**src/rtl/mc_pkg.sv**
```systemverilog
// Shared definitions for the multicycle core.
//   opcode_t : 4-bit opcode values (8..15 are not enumerated and execute as NOOP)
//   state_t  : 4-bit controller state encoding, visible on the State output
//   *_MSB/_LSB : bit positions of the instruction-word fields
package mc_pkg;

  typedef enum logic [3:0] {
    OP_NOOP  = 4'd0,
    OP_STORE = 4'd1,
    OP_LOAD  = 4'd2,
    OP_ADD   = 4'd3,
    OP_SUB   = 4'd4,
    OP_HALT  = 4'd5,
    OP_LDI   = 4'd6,
    OP_JZ    = 4'd7
  } opcode_t;

  typedef enum logic [3:0] {
    S_INIT   = 4'd0,
    S_FETCH  = 4'd1,
    S_DECODE = 4'd2,
    S_LOAD_A = 4'd3,
    S_LOAD_B = 4'd4,
    S_STORE  = 4'd5,
    S_ALU    = 4'd6,
    S_LDI    = 4'd7,
    S_JZ     = 4'd8,
    S_HALT   = 4'd9
  } state_t;

  // Instruction field positions
  localparam int OP_MSB    = 15;
  localparam int OP_LSB    = 12;
  localparam int RA_MSB    = 11;
  localparam int RA_LSB    = 8;
  localparam int RB_MSB    = 7;
  localparam int RB_LSB    = 4;
  localparam int RD_MSB    = 3;
  localparam int RD_LSB    = 0;
  localparam int LADDR_MSB = 11;  // LOAD data address
  localparam int LADDR_LSB = 4;
  localparam int SADDR_MSB = 7;   // STORE data address
  localparam int SADDR_LSB = 0;
  localparam int IMM_MSB   = 11;  // LDI immediate
  localparam int IMM_LSB   = 4;
  localparam int JT_MSB    = 7;   // JZ target
  localparam int JT_LSB    = 0;

endpackage

```
**src/rtl/multicycle_core_if.sv**
```systemverilog
// Memory-side bus of the multicycle core.
//   IM_Addr/IM_Data : synchronous instruction ROM (data one cycle after address)
//   D_Addr/D_Wr/D_WData/D_RData : data memory (read data one cycle after address)
// modport master = core side, modport slave = memory side.
interface multicycle_core_if #(
  parameter int DW   = 16,
  parameter int PC_W = 7
);
  logic [PC_W-1:0] IM_Addr;
  logic [15:0]     IM_Data;
  logic [7:0]      D_Addr;
  logic            D_Wr;
  logic [DW-1:0]   D_WData;
  logic [DW-1:0]   D_RData;

  modport master (
    output IM_Addr, D_Addr, D_Wr, D_WData,
    input  IM_Data, D_RData
  );

  modport slave (
    input  IM_Addr, D_Addr, D_Wr, D_WData,
    output IM_Data, D_RData
  );
endinterface

```
**src/rtl/mc_regfile.sv**
```systemverilog
// Register file for the multicycle core.
//   clk, rst         : clock, asynchronous active-high reset (clears all registers)
//   ra_addr/ra_data  : combinational read port A
//   rb_addr/rb_data  : combinational read port B
//   we/wa/wd         : synchronous write port
// Addresses at or above NREG read as zero and ignore writes.
module mc_regfile #(
  parameter int NREG = 16,
  parameter int DW   = 16
) (
  input  logic          clk,
  input  logic          rst,
  input  logic [3:0]    ra_addr,
  input  logic [3:0]    rb_addr,
  output logic [DW-1:0] ra_data,
  output logic [DW-1:0] rb_data,
  input  logic          we,
  input  logic [3:0]    wa,
  input  logic [DW-1:0] wd
);
  localparam int AW = (NREG > 1) ? $clog2(NREG) : 1;

  logic [DW-1:0] regs [NREG];

  logic ra_ok, rb_ok, wa_ok;
  assign ra_ok = 32'(ra_addr) < NREG;
  assign rb_ok = 32'(rb_addr) < NREG;
  assign wa_ok = 32'(wa) < NREG;

  assign ra_data = ra_ok ? regs[ra_addr[AW-1:0]] : '0;
  assign rb_data = rb_ok ? regs[rb_addr[AW-1:0]] : '0;

  always_ff @(posedge clk or posedge rst) begin
    if (rst) begin
      for (int unsigned i = 0; i < NREG; i++) regs[i] <= '0;
    end else if (we && wa_ok) begin
      regs[wa[AW-1:0]] <= wd;
    end
  end
endmodule

```
**src/rtl/multicycle_core.sv**
```systemverilog
// Multicycle 16-bit-instruction processor core.
//   Clk, Reset : clock, asynchronous active-high reset
//   Run        : resumes execution from HALT (ignored elsewhere)
//   bus        : instruction ROM and data memory (multicycle_core_if.master)
//   IR_Out     : instruction register
//   PC_Out     : program counter (also driven on bus.IM_Addr)
//   State      : current controller state (mc_pkg::state_t encoding)
//   Halted     : high while in HALT
module multicycle_core
  import mc_pkg::*;
#(
  parameter int DW   = 16,
  parameter int PC_W = 7,
  parameter int NREG = 16
) (
  input  logic                 Clk,
  input  logic                 Reset,
  input  logic                 Run,
  multicycle_core_if.master    bus,
  output logic [15:0]          IR_Out,
  output logic [PC_W-1:0]      PC_Out,
  output logic [3:0]           State,
  output logic                 Halted
);
  state_t          state, next_state;
  logic [PC_W-1:0] pc;
  logic [15:0]     ir;

  logic [DW-1:0]   ra_data, rb_data;
  logic            rf_we;
  logic [DW-1:0]   rf_wd;

  opcode_t         dec_op;
  logic            is_sub;

  mc_regfile #(.NREG(NREG), .DW(DW)) u_regfile (
    .clk     (Clk),
    .rst     (Reset),
    .ra_addr (ir[RA_MSB:RA_LSB]),
    .rb_addr (ir[RB_MSB:RB_LSB]),
    .ra_data (ra_data),
    .rb_data (rb_data),
    .we      (rf_we),
    .wa      (ir[RD_MSB:RD_LSB]),
    .wd      (rf_wd)
  );

  // The next state is chosen from the ROM word itself while IR is loaded.
  assign dec_op = opcode_t'(bus.IM_Data[OP_MSB:OP_LSB]);
  assign is_sub = (ir[OP_MSB:OP_LSB] == OP_SUB);

  always_comb begin
    next_state = S_INIT;
    case (state)
      S_INIT:   next_state = S_FETCH;
      S_FETCH:  next_state = S_DECODE;
      S_DECODE: begin
        case (dec_op)
          OP_STORE: next_state = S_STORE;
          OP_LOAD:  next_state = S_LOAD_A;
          OP_ADD:   next_state = S_ALU;
          OP_SUB:   next_state = S_ALU;
          OP_HALT:  next_state = S_HALT;
          OP_LDI:   next_state = S_LDI;
          OP_JZ:    next_state = S_JZ;
          default:  next_state = S_FETCH;
        endcase
      end
      S_LOAD_A: next_state = S_LOAD_B;
      S_LOAD_B: next_state = S_FETCH;
      S_STORE:  next_state = S_FETCH;
      S_ALU:    next_state = S_FETCH;
      S_LDI:    next_state = S_FETCH;
      S_JZ:     next_state = S_FETCH;
      S_HALT:   next_state = Run ? S_FETCH : S_HALT;
      default:  next_state = S_INIT;
    endcase
  end

  always_ff @(posedge Clk or posedge Reset) begin
    if (Reset) begin
      state <= S_INIT;
      pc    <= '0;
      ir    <= '0;
    end else begin
      state <= next_state;
      if (state == S_DECODE) begin
        ir <= bus.IM_Data;
        pc <= pc + 1'b1;
      end else if (state == S_JZ && ra_data == '0) begin
        pc <= PC_W'(ir[JT_MSB:JT_LSB]);
      end
    end
  end

  always_comb begin
    rf_we = 1'b0;
    rf_wd = '0;
    case (state)
      S_LOAD_B: begin
        rf_we = 1'b1;
        rf_wd = bus.D_RData;
      end
      S_ALU: begin
        rf_we = 1'b1;
        rf_wd = is_sub ? (ra_data - rb_data) : (ra_data + rb_data);
      end
      S_LDI: begin
        rf_we = 1'b1;
        rf_wd = DW'($signed(ir[IMM_MSB:IMM_LSB]));
      end
      default: ;
    endcase
  end

  // Memory outputs are decoded from the state alone, so an asynchronous
  // reset drops D_Wr in the same cycle.
  always_comb begin
    bus.D_Addr  = '0;
    bus.D_Wr    = 1'b0;
    bus.D_WData = '0;
    case (state)
      S_LOAD_A, S_LOAD_B: bus.D_Addr = ir[LADDR_MSB:LADDR_LSB];
      S_STORE: begin
        bus.D_Addr  = ir[SADDR_MSB:SADDR_LSB];
        bus.D_Wr    = 1'b1;
        bus.D_WData = ra_data;
      end
      default: ;
    endcase
  end

  assign bus.IM_Addr = pc;
  assign IR_Out      = ir;
  assign PC_Out      = pc;
  assign State       = state;
  assign Halted      = (state == S_HALT);
endmodule

```
**src/flat_wrapper.sv**
```systemverilog
// flat-port wrapper written by rule: the top's interface ports become plain ports
module multicycle_core_flat import mc_pkg::*;
#(
  parameter int DW   = 16,
  parameter int PC_W = 7,
  parameter int NREG = 16
)
  (Clk, Reset, Run, IR_Out, PC_Out, State, Halted, bus_IM_Addr, bus_D_Addr, bus_D_Wr, bus_D_WData, bus_IM_Data, bus_D_RData);
  multicycle_core_if #(.DW(DW), .PC_W(PC_W)) bus_i ();
  input  logic Clk;
  input  logic Reset;
  input  logic Run;
  output logic [15:0] IR_Out;
  output logic [PC_W-1:0] PC_Out;
  output logic [3:0] State;
  output logic Halted;
  output wire logic [$bits(bus_i.IM_Addr)-1:0] bus_IM_Addr;
  output wire logic [$bits(bus_i.D_Addr)-1:0] bus_D_Addr;
  output wire logic [$bits(bus_i.D_Wr)-1:0] bus_D_Wr;
  output wire logic [$bits(bus_i.D_WData)-1:0] bus_D_WData;
  input wire logic [$bits(bus_i.IM_Data)-1:0] bus_IM_Data;
  input wire logic [$bits(bus_i.D_RData)-1:0] bus_D_RData;
  assign bus_IM_Addr = bus_i.IM_Addr;
  assign bus_D_Addr = bus_i.D_Addr;
  assign bus_D_Wr = bus_i.D_Wr;
  assign bus_D_WData = bus_i.D_WData;
  assign bus_i.IM_Data = bus_IM_Data;
  assign bus_i.D_RData = bus_D_RData;
  multicycle_core #(.DW(DW), .PC_W(PC_W), .NREG(NREG)) u_core (.Clk(Clk), .Reset(Reset), .Run(Run), .bus(bus_i), .IR_Out(IR_Out), .PC_Out(PC_Out), .State(State), .Halted(Halted));
endmodule
```
**config.mk**
```make
export PLATFORM = sky130hd
export DESIGN_NAME = multicycle_core_flat
export DESIGN_NICKNAME = d
export VERILOG_FILES = /design/src/rtl/mc_pkg.sv /design/src/rtl/multicycle_core_if.sv /design/src/rtl/mc_regfile.sv /design/src/rtl/multicycle_core.sv /design/src/flat_wrapper.sv
export SDC_FILE = /design/constraint.sdc
export NUM_CORES = 1
export LEC_CHECK = 0
export CORE_AREA = 2 2 166 168
export CTS_CLUSTER_SIZE = 16
export DETAILED_ROUTE_END_ITERATION = 16
export DIE_AREA = 0 0 168 170
export GPL_ROUTABILITY_DRIVEN = 0
export MAX_ROUTING_LAYER = met4
export PLACE_DENSITY = 0.8
export SLEW_MARGIN = 20
export SYNTH_ARGS = -nofsm -noshare
export SYNTH_HDL_FRONTEND = slang
export SYNTH_SLANG_ARGS = --single-unit
```
**constraint.sdc**
```tcl
create_clock -name Clk -period 13.3 [get_ports Clk]
set_input_delay 1.995 -clock Clk [delete_from_list [all_inputs] [get_ports Clk]]
set_output_delay 1.995 -clock Clk [all_outputs]
set_load 0.1 [all_outputs]
```
==> flow_metrics.tcl <==
set metrics [dict create \
    yosysUniqueCellTypes 64 \
    pre_cts_ws_ps 6435 \
    dr.pass1.iters 5 \
    antenna_found_initial 0 \
    grt_max_degree 150 \
    setup_viol 0 \
    viasPerCell 6.836 \
    root_buffer "clkbuf_16" \
    status "completed" \
    clock-skew-final_ps 11.33 \
    crit_buf_inv 1 \
    finalCritPeriodShare_pct 52.61 \
    syn_inst 1433 \
    ys.warnings.count 0 \
    hold_viol_final 0 \
    clkTransAtPathRegs_ps 70 \
    cp.arrival_ps 7360 \
    crit_path_start_kind "flip-flop" \
    final_util_pct 68.06 \
    tns_ps 0 \
    drc 0 \
    area_growth_pct 13.28 \
    insertion_delay_ps 550 \
    grt_pass1_wl_mm 73.06 \
    seq_area_frac_synth_pct 44.23 \
    cp.required_ps 13670 \
    multi_input_area_um2 8282 \
    ctsLongestPathBuffers 3 \
    hold_path_class "flip-flop to flip-flop" \
    syn-cell-area_um2 16010 \
    crit_fanout 48 \
    fill_cells 1790 \
    drv_cap 0 \
    cts_hold_buf 0 \
    critPathTopFamily "compound AO/OA/AOI/OAI gates" \
    dp_cells 1784 \
    cts_tree "built" \
    drv_slew 0 \
    final_cells 1836 \
    fp.dieW_um 168 \
    max_slew_margin_pct 26.98 \
    die_area_um2 28560 \
    portBuffers 94 \
    timing.final.crit_period_ps 6997 \
    synth-main-ff-cell "dfrtp_1" \
    grt_pass1_vias 12820 \
    wl_per_cell_um 25.30 \
    grt-ovfl-total 0 \
    slowest_delay_ps 860 \
    grt_usage_pct 34.55 \
    h-tree-depth 1 \
    num_vias 12550 \
    setup.worst_path.end_class "flip-flop" \
    coreArea_um2 26650 \
    die_h_um 170 \
    synth-edff-count 0 \
    cts_setup_buffers 0 \
    ys_async_sr_fraction_pct 100.0 \
    regArea_um2 7092 \
    detail-route-antenna-nets 0 \
    cts-buffers-inserted 29 \
    routed_wl_mm 46.46 \
    tightest_slew_ps 1089 \
    ios 95 \
    nets 1528 \
    cts.sinks 283 \
    synth_nets 1487 \
    critical_path_class "flip-flop to flip-flop" \
    syn_avg_cell_area_um2 11.17 \
    n_antenna_cell 0 \
    start_util_pct 60.08 \
    finalWorstSetupSlack_ps 6303 \
    fmaxAchievable_ghz 0.1429 \
    drive_gt1_share_pct 20.40 \
    slowest_stage "buf_4" \
    drt-initial-drc-count 1440 \
    synth_seq_cells 283 \
    rsz0062_at_grt "no" \
    dp_hpwl_mm 29.02 \
    path_cells "buf_4 > mux4_2 > a22o_1 > a221oi_1 > or3b_4 > nor3_1 > a21oi_1 > xnor2_1 > ha_1 > a21o_1 > a21oi_1 > or4b_1 > a31oi_1 > o21ai_0 > xnor2_1 > a21oi_2 > o21ai_0" \
    cts_resized 0 \
    fp-row-count 60 \
]
cells in the mapped netlist (10+ instances only):
library cell    n  area [µm²]
nand3_1        11       55.05
a22o_1         17       148.9
a21oi_2        11       96.34
buf_4          11       82.58
dfrtp_1       283        7082
inv_1          24       90.09
mux2_2         44       495.5
a221oi_1       10       87.58
a22oi_1        19       142.6
o21ai_0       148       740.7
nand2_1       257       964.7
mux2i_1        15       150.1
and2_1         19       118.9
mux4_2        141        3176
o31ai_1        21       157.7
xnor2_1        16       140.1
nor2_1         87       326.6
buf_2          11       55.05
a21oi_1        59       295.3
nor3_1         13       65.06
ha_1           18       225.2
clkbuf_1       80       300.3
cell type report:
cell class | count | area share, %
Multi-Input combinational cell | 1008 | 45.66
Timing Repair Buffer | 128 | 6.595
Sequential cell | 283 | 39.10
Clock inverter | 13 | 1.083
Tap cell | 341 | 2.352
Clock buffer | 39 | 4.649
Inverter | 24 | 0.5656
cells in the final DEF, fill, tap and decap left out, types with 21 or more instances in the layout:
cell type	Yosys	final
mux2_2	44	44
inv_1	24	23
o31ai_1	21	21
buf_4	11	34
a21oi_1	59	59
dfrtp_1	283	279
o21ai_0	148	148
clkdlybuf4s50_1	0	94
mux4_2	141	141
nand2_1	257	257
nor2_1	87	83
clkbuf_16	0	29
per-stage QoR:
| stage | area (µm²) | hold slack (ps) |
|---|---|---|
| 2_1_floorplan | 16010 | 457.8 |
| 3_3_place_gp | 17080 | 472.0 |
| 3_5_place_dp | 17080 | 486.3 |
| 4_1_cts | 18120 | 500.9 |
| 5_1_grt | 18140 | 523.5 |
| 6_report | 18140 | 500.7 |
cell families (layout without fill, tap and decap cells):
kind of cell / after synthesis / count (layout) / share of synthesized area (%)
XOR/XNOR: 25 / 25 / 1.368
adder cells (fa/ha/maj): 19 / 19 / 1.532
multiplexers: 204 / 204 / 24.52
buffers and inverters: 142 / 204 / 4.235
AO/OA/AOI/OAI: 326 / 326 / 12.36
flip-flops: 283 / 283 / 44.23
AND/OR/NAND/NOR: 434 / 434 / 11.75
worst min-delay path: cells and delay by family (launching register included):
family	cells	cell delay (ps)
flip-flops	1	360
AO/OA/AOI/OAI	1	60
AND/OR/NAND/NOR	1	50
registers in the layout, summed over array words and instances (netlist names):
signal / count
u_core.IR_Out: 16
u_core.State: 4
u_core.u_regfile.regs: 256
u_core.PC_Out: 7
per-layer routing:
metal | vias to the layer above | GRT usage, % | wire length (µm)
met2 | 793 | 54.29 | 21790
li1 | 5324 | - | -
met5 | - | - | 0
met3 | 187 | 9.140 | 5374
met4 | 0 | 15.35 | 2231
met1 | 6246 | 42.69 | 17060
worst paths after layout:
path	startpoint	end	slack, ps	cells past startpoint
max reg2reg	u_core.IR_Out[4]$_DFFE_PP0P_	u_core.u_regfile.regs[207]$_DFFE_PP0P_	6300	17
min	u_core.u_regfile.regs[193]$_DFFE_PP0P_	u_core.u_regfile.regs[193]$_DFFE_PP0P_	500	2
max in group asynchronous	Reset	u_core.IR_Out[11]$_DFFE_PP0P_	9820	3
min in group asynchronous	Reset	u_core.u_regfile.regs[160]$_DFFE_PP0P_	2010	2
max	u_core.IR_Out[4]$_DFFE_PP0P_	u_core.u_regfile.regs[207]$_DFFE_PP0P_	6300	17
min reg2reg	u_core.u_regfile.regs[193]$_DFFE_PP0P_	u_core.u_regfile.regs[193]$_DFFE_PP0P_	500	2
Power is not shown: default switching activity piles up to over one toggle a cycle in this logic, so the estimate is an artifact.
